$ cat src/rtl/apb_pkg.sv
`default_nettype none
// apb_pkg: shared state type, protection width and alignment helper for the APB requester. Rev 1.0
package apb_pkg;

  localparam int PROT_W = 3;

  typedef enum logic [1:0] {
    ST_IDLE   = 2'd0,
    ST_SETUP  = 2'd1,
    ST_ACCESS = 2'd2,
    ST_RESP   = 2'd3
  } apb_mst_state_e;

  // Only word-aligned byte addresses are issued on the bus.
  function automatic logic addr_aligned(input logic [1:0] lsb);
    return (lsb == 2'b00);
  endfunction

endpackage
`default_nettype wire

$ cat src/rtl/apb_master_wdog.sv
`default_nettype none
// apb_master_wdog: counts stalled ACCESS cycles and flags the one on which the transfer must be aborted. Rev 1.0
module apb_master_wdog #(
  parameter int TIMEOUT = 16
) (
  input  logic clk,
  input  logic nrst,
  input  logic clear,
  input  logic enable,
  output logic expired
);

  generate
    if (TIMEOUT > 0) begin : g_wdog
      localparam int CNT_W = $clog2(TIMEOUT + 1);
      localparam logic [CNT_W-1:0] LAST = CNT_W'(TIMEOUT - 1);

      logic [CNT_W-1:0] cnt_q;
      logic [CNT_W-1:0] cnt_d;

      always_comb begin
        cnt_d = cnt_q;
        if (clear) begin
          cnt_d = '0;
        end else if (enable) begin
          cnt_d = cnt_q + 1'b1;
        end
      end

      always_ff @(posedge clk or negedge nrst) begin
        if (!nrst) begin
          cnt_q <= '0;
        end else begin
          cnt_q <= cnt_d;
        end
      end

      // Fires in the stalled cycle that would bring the count up to TIMEOUT.
      assign expired = enable && !clear && (cnt_q == LAST);
    end else begin : g_no_wdog
      assign expired = 1'b0;
    end
  endgenerate

endmodule
`default_nettype wire

$ cat src/rtl/apb_master.sv
`default_nettype none
// apb_master: single-outstanding APB4 requester bridging a valid/ready command/response pair onto APB. Rev 1.0
module apb_master
  import apb_pkg::*;
#(
  parameter int ADDR_W  = 32,
  parameter int DATA_W  = 32,
  parameter int TIMEOUT = 16
) (
  input  logic                clk,
  input  logic                nrst,
  input  logic                cmd_valid,
  output logic                cmd_ready,
  input  logic                cmd_write,
  input  logic [ADDR_W-1:0]   cmd_addr,
  input  logic [DATA_W-1:0]   cmd_wdata,
  input  logic [DATA_W/8-1:0] cmd_strb,
  input  logic [PROT_W-1:0]   cmd_prot,
  output logic                rsp_valid,
  input  logic                rsp_ready,
  output logic [DATA_W-1:0]   rsp_rdata,
  output logic                rsp_err,
  output logic [ADDR_W-1:0]   paddr,
  output logic [PROT_W-1:0]   prot,
  output logic                pwrite,
  output logic                psel,
  output logic                penable,
  output logic [DATA_W-1:0]   pwdata,
  output logic [DATA_W/8-1:0] pstrb,
  input  logic                pready,
  input  logic                slverr,
  input  logic [DATA_W-1:0]   prdata
);

  apb_mst_state_e      state_q;
  logic [ADDR_W-1:0]   paddr_q;
  logic [PROT_W-1:0]   prot_q;
  logic                pwrite_q;
  logic                psel_q;
  logic                penable_q;
  logic [DATA_W-1:0]   pwdata_q;
  logic [DATA_W/8-1:0] pstrb_q;
  logic                rsp_valid_q;
  logic [DATA_W-1:0]   rsp_rdata_q;
  logic                rsp_err_q;

  logic wdog_clear;
  logic wdog_enable;
  logic wdog_expired;

  assign wdog_clear  = (state_q != ST_ACCESS);
  assign wdog_enable = (state_q == ST_ACCESS) && !pready;

  apb_master_wdog #(
    .TIMEOUT (TIMEOUT)
  ) u_wdog (
    .clk     (clk),
    .nrst    (nrst),
    .clear   (wdog_clear),
    .enable  (wdog_enable),
    .expired (wdog_expired)
  );

  always_ff @(posedge clk or negedge nrst) begin
    if (!nrst) begin
      state_q     <= ST_IDLE;
      paddr_q     <= '0;
      prot_q      <= '0;
      pwrite_q    <= 1'b0;
      psel_q      <= 1'b0;
      penable_q   <= 1'b0;
      pwdata_q    <= '0;
      pstrb_q     <= '0;
      rsp_valid_q <= 1'b0;
      rsp_rdata_q <= '0;
      rsp_err_q   <= 1'b0;
    end else begin
      case (state_q)
        ST_IDLE: begin
          if (cmd_valid) begin
            if (addr_aligned(cmd_addr[1:0])) begin
              paddr_q  <= cmd_addr;
              pwrite_q <= cmd_write;
              pwdata_q <= cmd_wdata;
              prot_q   <= cmd_prot;
              pstrb_q  <= cmd_write ? cmd_strb : '0;
              psel_q   <= 1'b1;
              state_q  <= ST_SETUP;
            end else begin
              rsp_valid_q <= 1'b1;
              rsp_err_q   <= 1'b1;
              rsp_rdata_q <= '0;
              state_q     <= ST_RESP;
            end
          end
        end
        ST_SETUP: begin
          penable_q <= 1'b1;
          state_q   <= ST_ACCESS;
        end
        ST_ACCESS: begin
          // A completing pready wins over a watchdog expiry in the same cycle.
          if (pready) begin
            psel_q      <= 1'b0;
            penable_q   <= 1'b0;
            rsp_valid_q <= 1'b1;
            rsp_err_q   <= slverr;
            rsp_rdata_q <= (pwrite_q || slverr) ? '0 : prdata;
            state_q     <= ST_RESP;
          end else if (wdog_expired) begin
            psel_q      <= 1'b0;
            penable_q   <= 1'b0;
            rsp_valid_q <= 1'b1;
            rsp_err_q   <= 1'b1;
            rsp_rdata_q <= '0;
            state_q     <= ST_RESP;
          end
        end
        ST_RESP: begin
          if (rsp_ready) begin
            rsp_valid_q <= 1'b0;
            state_q     <= ST_IDLE;
          end
        end
        default: state_q <= ST_IDLE;
      endcase
    end
  end

  assign cmd_ready = (state_q == ST_IDLE);
  assign rsp_valid = rsp_valid_q;
  assign rsp_rdata = rsp_rdata_q;
  assign rsp_err   = rsp_err_q;
  assign paddr     = paddr_q;
  assign prot      = prot_q;
  assign pwrite    = pwrite_q;
  assign psel      = psel_q;
  assign penable   = penable_q;
  assign pwdata    = pwdata_q;
  assign pstrb     = pstrb_q;

endmodule
`default_nettype wire

$ cat config.mk
export PLATFORM = sky130hd
export DESIGN_NAME = apb_master
export DESIGN_NICKNAME = d
export VERILOG_FILES = /design/src/rtl/apb_pkg.sv /design/src/rtl/apb_master_wdog.sv /design/src/rtl/apb_master.sv
export SDC_FILE = /design/constraint.sdc
export NUM_CORES = 1
export LEC_CHECK = 0
export BUFFER_PORTS_ARGS = -buffer_cell sky130_fd_sc_hd__buf_4
export CORE_MARGIN = 10
export CORE_UTILIZATION = 50
export CTS_CLUSTER_SIZE = 16
export DETAILED_ROUTE_END_ITERATION = 8
export GPL_TIMING_DRIVEN = 0
export HOLD_SLACK_MARGIN = 0.08
export PLACE_DENSITY_LB_ADDON = 0.05
export RECOVER_POWER = 25
export SLEW_MARGIN = 20
export SYNTH_ARGS = -nofsm -noshare
export SYNTH_HDL_FRONTEND = slang
export SYNTH_SLANG_ARGS = --single-unit
$ cat constraint.sdc
create_clock -name clk -period 3.2 [get_ports clk]
set_input_delay 0.16 -clock clk [delete_from_list [all_inputs] [get_ports clk]]
set_output_delay 0.16 -clock clk [all_outputs]
set_load 0.02 [all_outputs]
; ---- Word-level counts from Yosys, hierarchy flattened
; Cells that the tools add are included.
[word_totals]
elab_cells = 70
reg_bits = 115
inputBits = 110
[op_classes]
addsub = 1
n_reduce_logical = 18
eq_ne = 10
mux = 29
[ops]
columns = op, count
row1 = 32-bit 2-to-1 mux, 5
row2 = 32-bit case mux with 2 select lines, 1
row3 = 1-bit 2-to-1 mux, 10
row4 = 2-bit 2-to-1 mux, 5
row5 = 5-bit 2-to-1 mux, 2
row6 = "2-bit != test, second input constant", 4
row7 = 2-bit case mux with 4 select lines, 1
row8 = 4-bit AND reduction, 2
row9 = 1-bit case mux with 2 select lines, 3
row10 = 3-bit AND reduction, 2
row11 = 2-bit nonzero test, 3
row12 = "5-bit by 1-bit adder with 5-bit output, second input constant", 1
row13 = "5-bit by 4-bit equality test with 1-bit output, second input constant", 1
row14 = 5-bit AND reduction, 1
row15 = "2-bit equality test, second input constant", 2
row16 = 2-bit zero test, 2
row17 = 4-bit 2-to-1 mux, 1
row18 = 1-bit logical AND, 3
row19 = "3-bit by 2-bit != test with 1-bit output, second input constant", 1
row20 = 1-bit case mux with 3 select lines, 1
row21 = 3-bit nonzero test, 1
row22 = "2-bit by 1-bit equality test with 1-bit output, second input constant", 1
row23 = 1-bit zero test, 2
row24 = "2-bit by 1-bit != test with 1-bit output, second input constant", 1
row25 = 2 further kinds, 2

; ---- Longest topological paths before layout
; Gate-level depths: netlist of run 1.
[logic_depth]
depth_word = 7
mapped_depth = 8

; ---- By module
; A second synthesis of run 1 with hierarchy kept.
[hier_totals]
hier_cells = 364
area_unflattened_um2 = 4812.1
[by_module_without_submodules]
columns = mod, seq_area_each_um2, cells_per_inst, n_inst, area_each_um2
row1 = apb_master, 2752.6, 339, 1, 4526.8
row2 = apb_master_wdog, 125.1, 25, 1, 285.3

; ---- Least setup slack after synthesis of run 1
; OpenSTA, ideal clock, no wires.
[synth_timing]
path_type = register to register
start = register state_q[0]
end = register rsp_err_q, in the netlist rsp_err
synth_period_minus_slack_ps = 1906
stages_incl_launch_ff = 6
required_time_ps = 3073
path_slack_ps = 1294
setup_time_ps = 127
arrival_time_ps = 1779
n_path_buf = 0
cell_sequence = dfrtp_1 > inv_1 > ha_1 > nor3b_4 > nor4_4 > mux2_1
[synth_via]
word_cells_on_any_way = 13
classes_between = eq/ne: 5 / mux: 1 / reduce/logical: 7
[synth_rtl]
columns = element, line
row1 = "start, declared", apb_master.sv:35  ; apb_mst_state_e state_q;
row2 = "start signal, assigned", apb_master.sv:66  ; state_q <= ST_IDLE;
row3 = "start signal, assigned", apb_master.sv:88  ; state_q <= ST_SETUP;
row4 = "start signal, assigned", apb_master.sv:93  ; state_q <= ST_RESP;
row5 = 2-bit zero test (*), --
row6 = named net cmd_ready, apb_master.sv:13  ; output logic cmd_ready,
row7 = 2-bit != test (no source line) / 2-bit nonzero test (equally long branches), --
row8 = 4-bit AND reduction (no source line), --
row9 = "end signal, assigned", apb_master.sv:107  ; rsp_err_q <= slverr;
row10 = "end, declared", apb_master.sv:45  ; logic rsp_err_q;
; The timed path passes the listed nets; every way through them passes the cells marked *.
; A chain may end at the register's enable or synchronous reset.

; ---- Final worst setup path of run 1
[layout_timing]
start = register state_q[0]
end = register psel_q, in the netlist psel
[layout_via]
elab_chain_len = 6
word_cells_on_any_way = 13
classes_between = eq/ne: 5 / mux: 1 / reduce/logical: 7
[layout_lines]
columns = element, line
row1 = 2-bit equality test / 2-bit != test (equally long branches), "apb_master.sv:52, apb_master.sv:78, apb_master.sv:51"
row2 = 1-bit logical AND / 1-bit zero test (equally long branches), "apb_master.sv:52, apb_master_wdog.sv:39"
row3 = 1-bit logical AND (2 in series), apb_master_wdog.sv:39  ; assign expired = enable && !clear && (cnt_q == LAST);
row4 = 3-bit by 2-bit != test with 1-bit output (no source line), --
row5 = 4-bit AND reduction (no source line), --
row6 = "end signal, assigned", apb_master.sv:70  ; psel_q <= 1'b0;
row7 = "end signal, assigned", apb_master.sv:87  ; psel_q <= 1'b1;
row8 = "end signal, assigned", apb_master.sv:104  ; psel_q <= 1'b0;
row9 = "end, declared", apb_master.sv:39  ; logic psel_q;
; Several ways; a longest one is shown, not always the timed one.

==> results.sh, run 1 <==
export IMPL_synthCells=360
export IMPL_cp_start_kind="register"
export IMPL_p_int_w=0.00467
export IMPL_setup_worst_path_end_class="register"
export IMPL_grt_pass1_vias=4888
export IMPL_pwr_share_seq=0.319
export IMPL_clkTransAtPathRegs_ns=0.06
export IMPL_highest_layer="met4"
export IMPL_start_util=0.514
export IMPL_synth_cell_types=31
export IMPL_yosysWarningCount=0
export IMPL_synth_edff_count=0
export IMPL_gp_congestion=0.765
export IMPL_synth_area_sq_um=4770
export IMPL_dieArea_sq_um=13900
export IMPL_synth_top_family_by_area="multiplexers"
export IMPL_dp_slack_ns=1.05
export IMPL_synth_xor_area_frac=0.00550
export IMPL_dpl_cell_count=707
export IMPL_p_switching_w=0.00277
export IMPL_relSlewSlack=-0.553
export IMPL_synth_seq_area_share=0.603
export IMPL_violations="max-capacitance violations, max-slew violations"
export IMPL_slew_violations=46
export IMPL_numClockSinks=115
export IMPL_yosysTopAreaCell="dfrtp_1"
export IMPL_vias=4259
export IMPL_fillCellCount=399
export IMPL_avgRoutedWirePerCell_microns=21.0
export IMPL_crit_path_end="psel"
export IMPL_rsz0062_at_grt="false"
export IMPL_cts_htree_levels=4
export IMPL_r2r_slack_ns=0.55
export IMPL_yosysTopAreaCellShare=0.603
export IMPL_rows=35
export IMPL_synthSimpleGateAreaFrac=0.0723
export IMPL_status="finished, violations left"
export IMPL_synth_top_flop_cell="dfrtp_1"
export IMPL_place_area_sq_um=6600
export IMPL_synth_compound_area_frac=0.0176
export IMPL_final_nets=828
export IMPL_dr_pass1_iters=4
export IMPL_max_stage_delay_ns=0.58
export IMPL_r2r_end="psel"
export IMPL_hold_viol_final=0
export IMPL_num_io_pins=219
export IMPL_drv_cap=1
export IMPL_critPathKind="reg2reg"
export IMPL_grt_antenna_before_repair=2
export IMPL_cts_buffers=17
export IMPL_core_sq_um=9280
export IMPL_final_util=0.897
export IMPL_cts_max_path_buffers=2
export IMPL_cp_common_cell="dlygate4sd3_1"
export IMPL_max_freq_ghz=0.378
export IMPL_netSwitchingFraction=0.372
export IMPL_vias_per_cell=4.98
export IMPL_grt_max_degree=71
export IMPL_wl_microns=18000
export IMPL_synth_avg_cell_area_sq_um=13.3
export IMPL_cts_resized=0
export IMPL_multi_input_area_sq_um=1650
export IMPL_crit_slowest_cell="dlygate4sd3_1"
export IMPL_final_cell_count_no_fill=855
export IMPL_cts_tree="yes"
export IMPL_comb_power_share=0.433
export IMPL_dp_hpwl_microns=10700
export IMPL_met3_length_microns=1250
export IMPL_critPathMaxFanout=6
export IMPL_drc_errors=0
export IMPL_rr_worst_depth=7
export IMPL_clkPwrFrac=0.248
export IMPL_wl_met2_microns=9360
export IMPL_tns_ns=0
export IMPL_initialDrtViolationCount=276
export IMPL_cts_root_buf="clkbuf_8"
export IMPL_p_per_area_nw_per_um2=894
export IMPL_port_buffers=217
export IMPL_synthAdderAreaFrac=0.0183
export IMPL_crit_chain="inv_1, ha_1, nor3b_4, a21oi_1, dlygate4sd3_1, o21ai_0, dlygate4sd3_1"
export IMPL_cp_num_buf_inv=3
export IMPL_worst_pin_slew_ns=2.33
export IMPL_hold_path_class="in2reg"
export IMPL_post_cts_buffers=0
export IMPL_crit_required_ns=3.64
export IMPL_final_antenna_net_count=0
export IMPL_yosys_mux_area_fraction=0.232
export IMPL_setup_viol=0
export IMPL_skew_ns=0.00856
export IMPL_grt_first_pass_wirelength_microns=28200
export IMPL_final_period_utilization=0.827
export IMPL_worstPathArrival_ns=3.09
export IMPL_track_usage=0.258
export IMPL_cp_depth=7
export IMPL_layout_setup_ws_ns=0.554
export IMPL_regArea_sq_um=2880
export IMPL_leakage_nw=4.05
export IMPL_timing_final_crit_period_ns=2.65
export IMPL_stdcell_area_sq_um=8330
export IMPL_clk_latency_ns=0.50
export IMPL_grt_overflow_total=0
export IMPL_synthTopCellsByArea="dfrtp_1 (60%), mux2_2 (16%), mux2i_1 (7.1%)"
export IMPL_die_h_microns=118
export IMPL_drt_met1_wl_microns=6530
export IMPL_ctsHoldBuffers=114
export IMPL_postSynth_asyncResetShare=1.00
export IMPL_syn_nets=477
export IMPL_fp_dieW_microns=118
export IMPL_area_delta_synth_final_pct=74.4
export IMPL_startpoint="state_q[0]"
export IMPL_crit_family="buffers and inverters"
export IMPL_yosys_register_bits=115
export IMPL_r2r_start="state_q[0]"
export IMPL_drive_gt1_frac=0.463
export IMPL_vdd_ir_drop_max_mv=0.591
==> metrics by stage <==
stage | hold slack [ns] | power [W]
floorplan | -0.136 | 0.00399
global placement | 0.392 | 0.00522
detailed placement | 0.123 | 0.00534
CTS | 0.126 | 0.00734
global route | 0.128 | 0.00775
finish | 0.121 | 0.00744
==> worst min path at each step <==
stage | from | end | slack, ns | cells after the start
4_1_cts | cmd_addr[0] | state_q[1] | 0.13 | 4
3_3_place_gp | cmd_wdata[30] | pwdata[30] | 0.39 | 2
6_report | cmd_addr[0] | state_q[1] | 0.12 | 4
3_5_place_dp | nrst | rsp_rdata[26] | 0.12 | 1
5_1_grt | cmd_addr[0] | state_q[1] | 0.13 | 4
2_1_floorplan | nrst | paddr[0] | -0.14 | 0
==> cell usage after synthesis, types with 2 or more instances <==
cell type    n
dfrtp_1    115
mux2_2      67
nand2_1     42
inv_1       36
mux2i_1     34
o21ai_0     11
buf_2        8
ha_1         7
and2_1       6
buf_4        4
buf_6        3
nor2b_1      3
xnor2_1      3
clkbuf_1     2
nand2b_1     2
nor2_1       2
==> flip-flops by register name, indices dropped and copies added, names as in the netlist, 2 cells and up <==
register / count
u_wdog.g_wdog.cnt_q: 5
paddr: 32
pwdata: 32
state_q: 2
rsp_rdata: 32
prot: 3
pstrb: 4
==> kinds of logic (layout without fill, tap and decap cells) <==
logic type,count (synthesis),count (layout)
buf+inv,53,417
fa+ha+maj,7,7
compound gates,15,15
mux,102,102
flops,115,115
xor+xnor,3,3
other cells,0,2
simple gates,65,65
==> routing by layer <==
metal,vias up,global-route usage
met2,217,0.459
li1,1898,-
met3,59,0.0739
met1,2085,0.272
met4,0,0.129
met5,-,0
==> cell usage in the layout, fill, tap and decap left out, types with 2 or more instances in the layout <==
master / n
nor2b_1: 3
ha_1: 7
clkbuf_8: 2
clkinv_4: 5
mux2_2: 67
clkinvlp_4: 5
and2_1: 6
nand2_1: 42
inv_1: 36
xnor2_1: 3
bufinv_16: 2
nand2b_1: 2
clkbuf_16: 16
o21ai_0: 11
clkbuf_1: 2
dlygate4sd3_1: 114
buf_6: 3
diode_2: 2
mux2i_1: 34
nor2_1: 2
buf_2: 8
buf_4: 220
dfrtp_1: 115
==> area by class of cell <==
type	instances	share of cell area
inverters	36	0.0162
multi-input cells	192	0.198
plain buffers	17	0.0134
clock buffers	18	0.0514
clock inverters	14	0.0189
flip-flops and latches	115	0.346
well taps	129	0.0194
repair buffers	332	0.336
diodes	2	0.000601
==> power groups by stage <==
stage | logic [W] | clock network, W | registers, W
after global routing | 0.00339 | 0.00193 | 0.00243
after CTS | 0.00317 | 0.00186 | 0.00232
after detailed placement | 0.00301 | 0 | 0.00233
after floorplan | 0.00104 | 0 | 0.00295
final | 0.00322 | 0.00184 | 0.00238
after global placement | 0.00294 | 0 | 0.00228
==> tightest hold or removal path, cell delays in order <==
cell	delay, ns
buf_4	0.11
o21ai_0	0.07
o21ai_0	0.09
mux2_2	0.16
Power figures use the tool's default switching activity.
==> inputs of run 2 (changes only) <==
--- a/config.mk
+++ b/config.mk
@@ -7,7 +7,7 @@
 export LEC_CHECK = 0
 export BUFFER_PORTS_ARGS = -buffer_cell sky130_fd_sc_hd__buf_4
 export CORE_MARGIN = 10
-export CORE_UTILIZATION = 50
+export CORE_UTILIZATION = 42
 export CTS_CLUSTER_SIZE = 16
 export DETAILED_ROUTE_END_ITERATION = 8
 export GPL_TIMING_DRIVEN = 0
==> constraint.sdc (replaced) <==
create_clock -name clk -period 2.13 [get_ports clk]
set_input_delay 0.1065 -clock clk [delete_from_list [all_inputs] [get_ports clk]]
set_output_delay 0.1065 -clock clk [all_outputs]
set_load 0.02 [all_outputs]
==> results.sh, run 2 (synthesis gave the netlist of run 1 again) <==
export IMPL_status="finished clean"
export IMPL_final_antenna_net_count=0
export IMPL_cp_common_cell="ha_1"
export IMPL_final_cell_count_no_fill=863
export IMPL_final_period_utilization=0.942
export IMPL_track_usage=0.183
export IMPL_fp_dieW_microns=127
export IMPL_skew_ns=0.0106
export IMPL_worst_pin_slew_ns=1.30
export IMPL_cts_root_buf="clkbuf_16"
export IMPL_final_common_cell="buf_4"
export IMPL_most_common_layout_cells="buf_4 (225), dfrtp_1 (115), dlygate4sd3_1 (112)"
export IMPL_setup_worst_path_end_class="register"
export IMPL_cts_tree="yes"
export IMPL_vias=3930
export IMPL_drv_cap=0
export IMPL_setup_viol=0
export IMPL_wl_microns=14900
export IMPL_p_per_area_nw_per_um2=1310
export IMPL_rows=38
export IMPL_port_buffers=217
export IMPL_clk_latency_ns=0.40
export IMPL_dp_hpwl_microns=10300
export IMPL_vdd_ir_drop_max_mv=0.873
export IMPL_rr_worst_depth=7
export IMPL_die_h_microns=127
export IMPL_critPathKind="reg2reg"
export IMPL_relSlewSlack=0.130
export IMPL_gp_congestion=0.804
export IMPL_crit_path_end="state_q[1]"
export IMPL_drive_gt1_frac=0.463
export IMPL_core_sq_um=11000
export IMPL_hold_viol_final=0
export IMPL_grt_max_degree=64
export IMPL_avgRoutedWirePerCell_microns=17.2
export IMPL_grt_first_pass_wirelength_microns=23500
export IMPL_clkTransAtPathRegs_ns=0.05
export IMPL_dieArea_sq_um=16000
export IMPL_max_freq_ghz=0.499
export IMPL_leakage_nw=4.07
export IMPL_startpoint="u_wdog.g_wdog.cnt_q[0]"
export IMPL_worstPathArrival_ns=2.28
export IMPL_vias_per_cell=4.55
export IMPL_r2r_start="u_wdog.g_wdog.cnt_q[0]"
export IMPL_start_util=0.435
export IMPL_critPathMaxFanout=3
export IMPL_final_nets=829
export IMPL_max_stage_delay_ns=0.38
export IMPL_crit_required_ns=2.41
export IMPL_area_delta_synth_final_pct=74.0
export IMPL_slew_violations=0
export IMPL_cts_htree_levels=4
export IMPL_dpl_cell_count=718
export IMPL_grt_overflow_total=0
export IMPL_rsz0062_at_grt="true"
export IMPL_grt_antenna_before_repair=1
export IMPL_whs_ns=0.131
export IMPL_grt_pass1_vias=4353
export IMPL_r2r_slack_ns=0.12
export IMPL_cts_max_path_buffers=2
export IMPL_fin_total_pwr_w=0.0109
export IMPL_crit_slowest_cell="dfrtp_1"
export IMPL_r2r_end="state_q[1]"
export IMPL_hold_path_class="in2reg"
export IMPL_dr_pass1_iters=4
export IMPL_drc_errors=0
export IMPL_cp_start_kind="register"
export IMPL_num_io_pins=219
export IMPL_numClockSinks=115
export IMPL_crit_chain="ha_1, and3_1, ha_1, nor3b_4, buf_4, nor3_1, mux2_2"
export IMPL_cts_buffers=17
export IMPL_initialDrtViolationCount=203
export IMPL_timing_final_crit_period_ns=2.01
## run 2: changes by cell type in the layout (fill, tap and decap cells not counted), sizes merged, moves of 2 or more
cell | previous run | this run
clkinv | 6 | 4
buf | 232 | 235
dlygate4sd3 | 114 | 112
clkbuf | 20 | 26
clkinvlp | 5 | 0
## run 2: per-stage QoR
stage | worst slack (ns) | utilization | cell area (sq um) | setup TNS, ns
after global placement | 0.0651 | 0.599 | 6580 | 0
after floorplan | 0.224 | - | 4770 | 0
final | 0.124 | 0.756 | 8310 | 0
after CTS | 0.0106 | 0.756 | 8300 | 0
after global routing | -0.00928 | 0.756 | 8310 | -0.0310
after detailed placement | -0.00907 | 0.602 | 6610 | -0.0188
## run 2: area by class of cell
class | count | area (sq um)
Buffer | 16 | 113
Sequential cell | 115 | 2880
Multi-Input combinational cell | 192 | 1660
Clock inverter | 6 | 80.1
Antenna cell | 1 | 2.50
Inverter | 36 | 135
Clock buffer | 23 | 478
Timing Repair Buffer | 334 | 2790
Fill cell | 723 | 2680
Tap cell | 140 | 175
## run 2: how the worst min path moves through the flow
| stage | from | to | slack (ns) | cells past startpoint |
|---|---|---|---|---|
| 3_5_place_dp | nrst | rsp_rdata[27] | 0.09 | 1 |
| 2_1_floorplan | nrst | paddr[0] | -0.19 | 0 |
| 4_1_cts | cmd_addr[1] | psel | 0.11 | 4 |
| 3_3_place_gp | cmd_addr[30] | paddr[30] | 0.34 | 2 |
| 5_1_grt | cmd_addr[1] | psel | 0.13 | 4 |
| 6_report | cmd_addr[1] | psel | 0.13 | 4 |
## run 2: worst max-delay path: cells and delay by family (launching register included)
family	cells	cell delay, ns
and+or+nand+nor	3	0.60
adders and majority gates	2	0.39
DFF	1	0.38
muxes	1	0.38
buffers and inverters	1	0.14
## run 2: where the power goes
group | total [W] | switching (W) | internal (W)
combinational | 0.00473 | 0.00240 | 0.00233
clock | 0.00269 | 0.000905 | 0.00178
sequential | 0.00347 | 0.000453 | 0.00302
total | 0.0109 | 0.00376 | 0.00713
## run 2: routing by layer
layer	vias to the layer above	track usage	wire length [microns]
met1	1886	0.209	5880
met3	12	0.0845	1370
li1	1894	-	-
met5	-	0	0
met2	138	0.303	7480
met4	0	0.0529	139
## run 2: what timing repair did
action | 4_1_cts | 5_1_grt
hold buffers | 112 | 0
setup buffers | 2 | 2
endpoints found under the hold margin | 158 | 0
setup endpoints to repair | 6 | 54
pin swaps | 1 | 1
gates resized for setup | 0 | 4
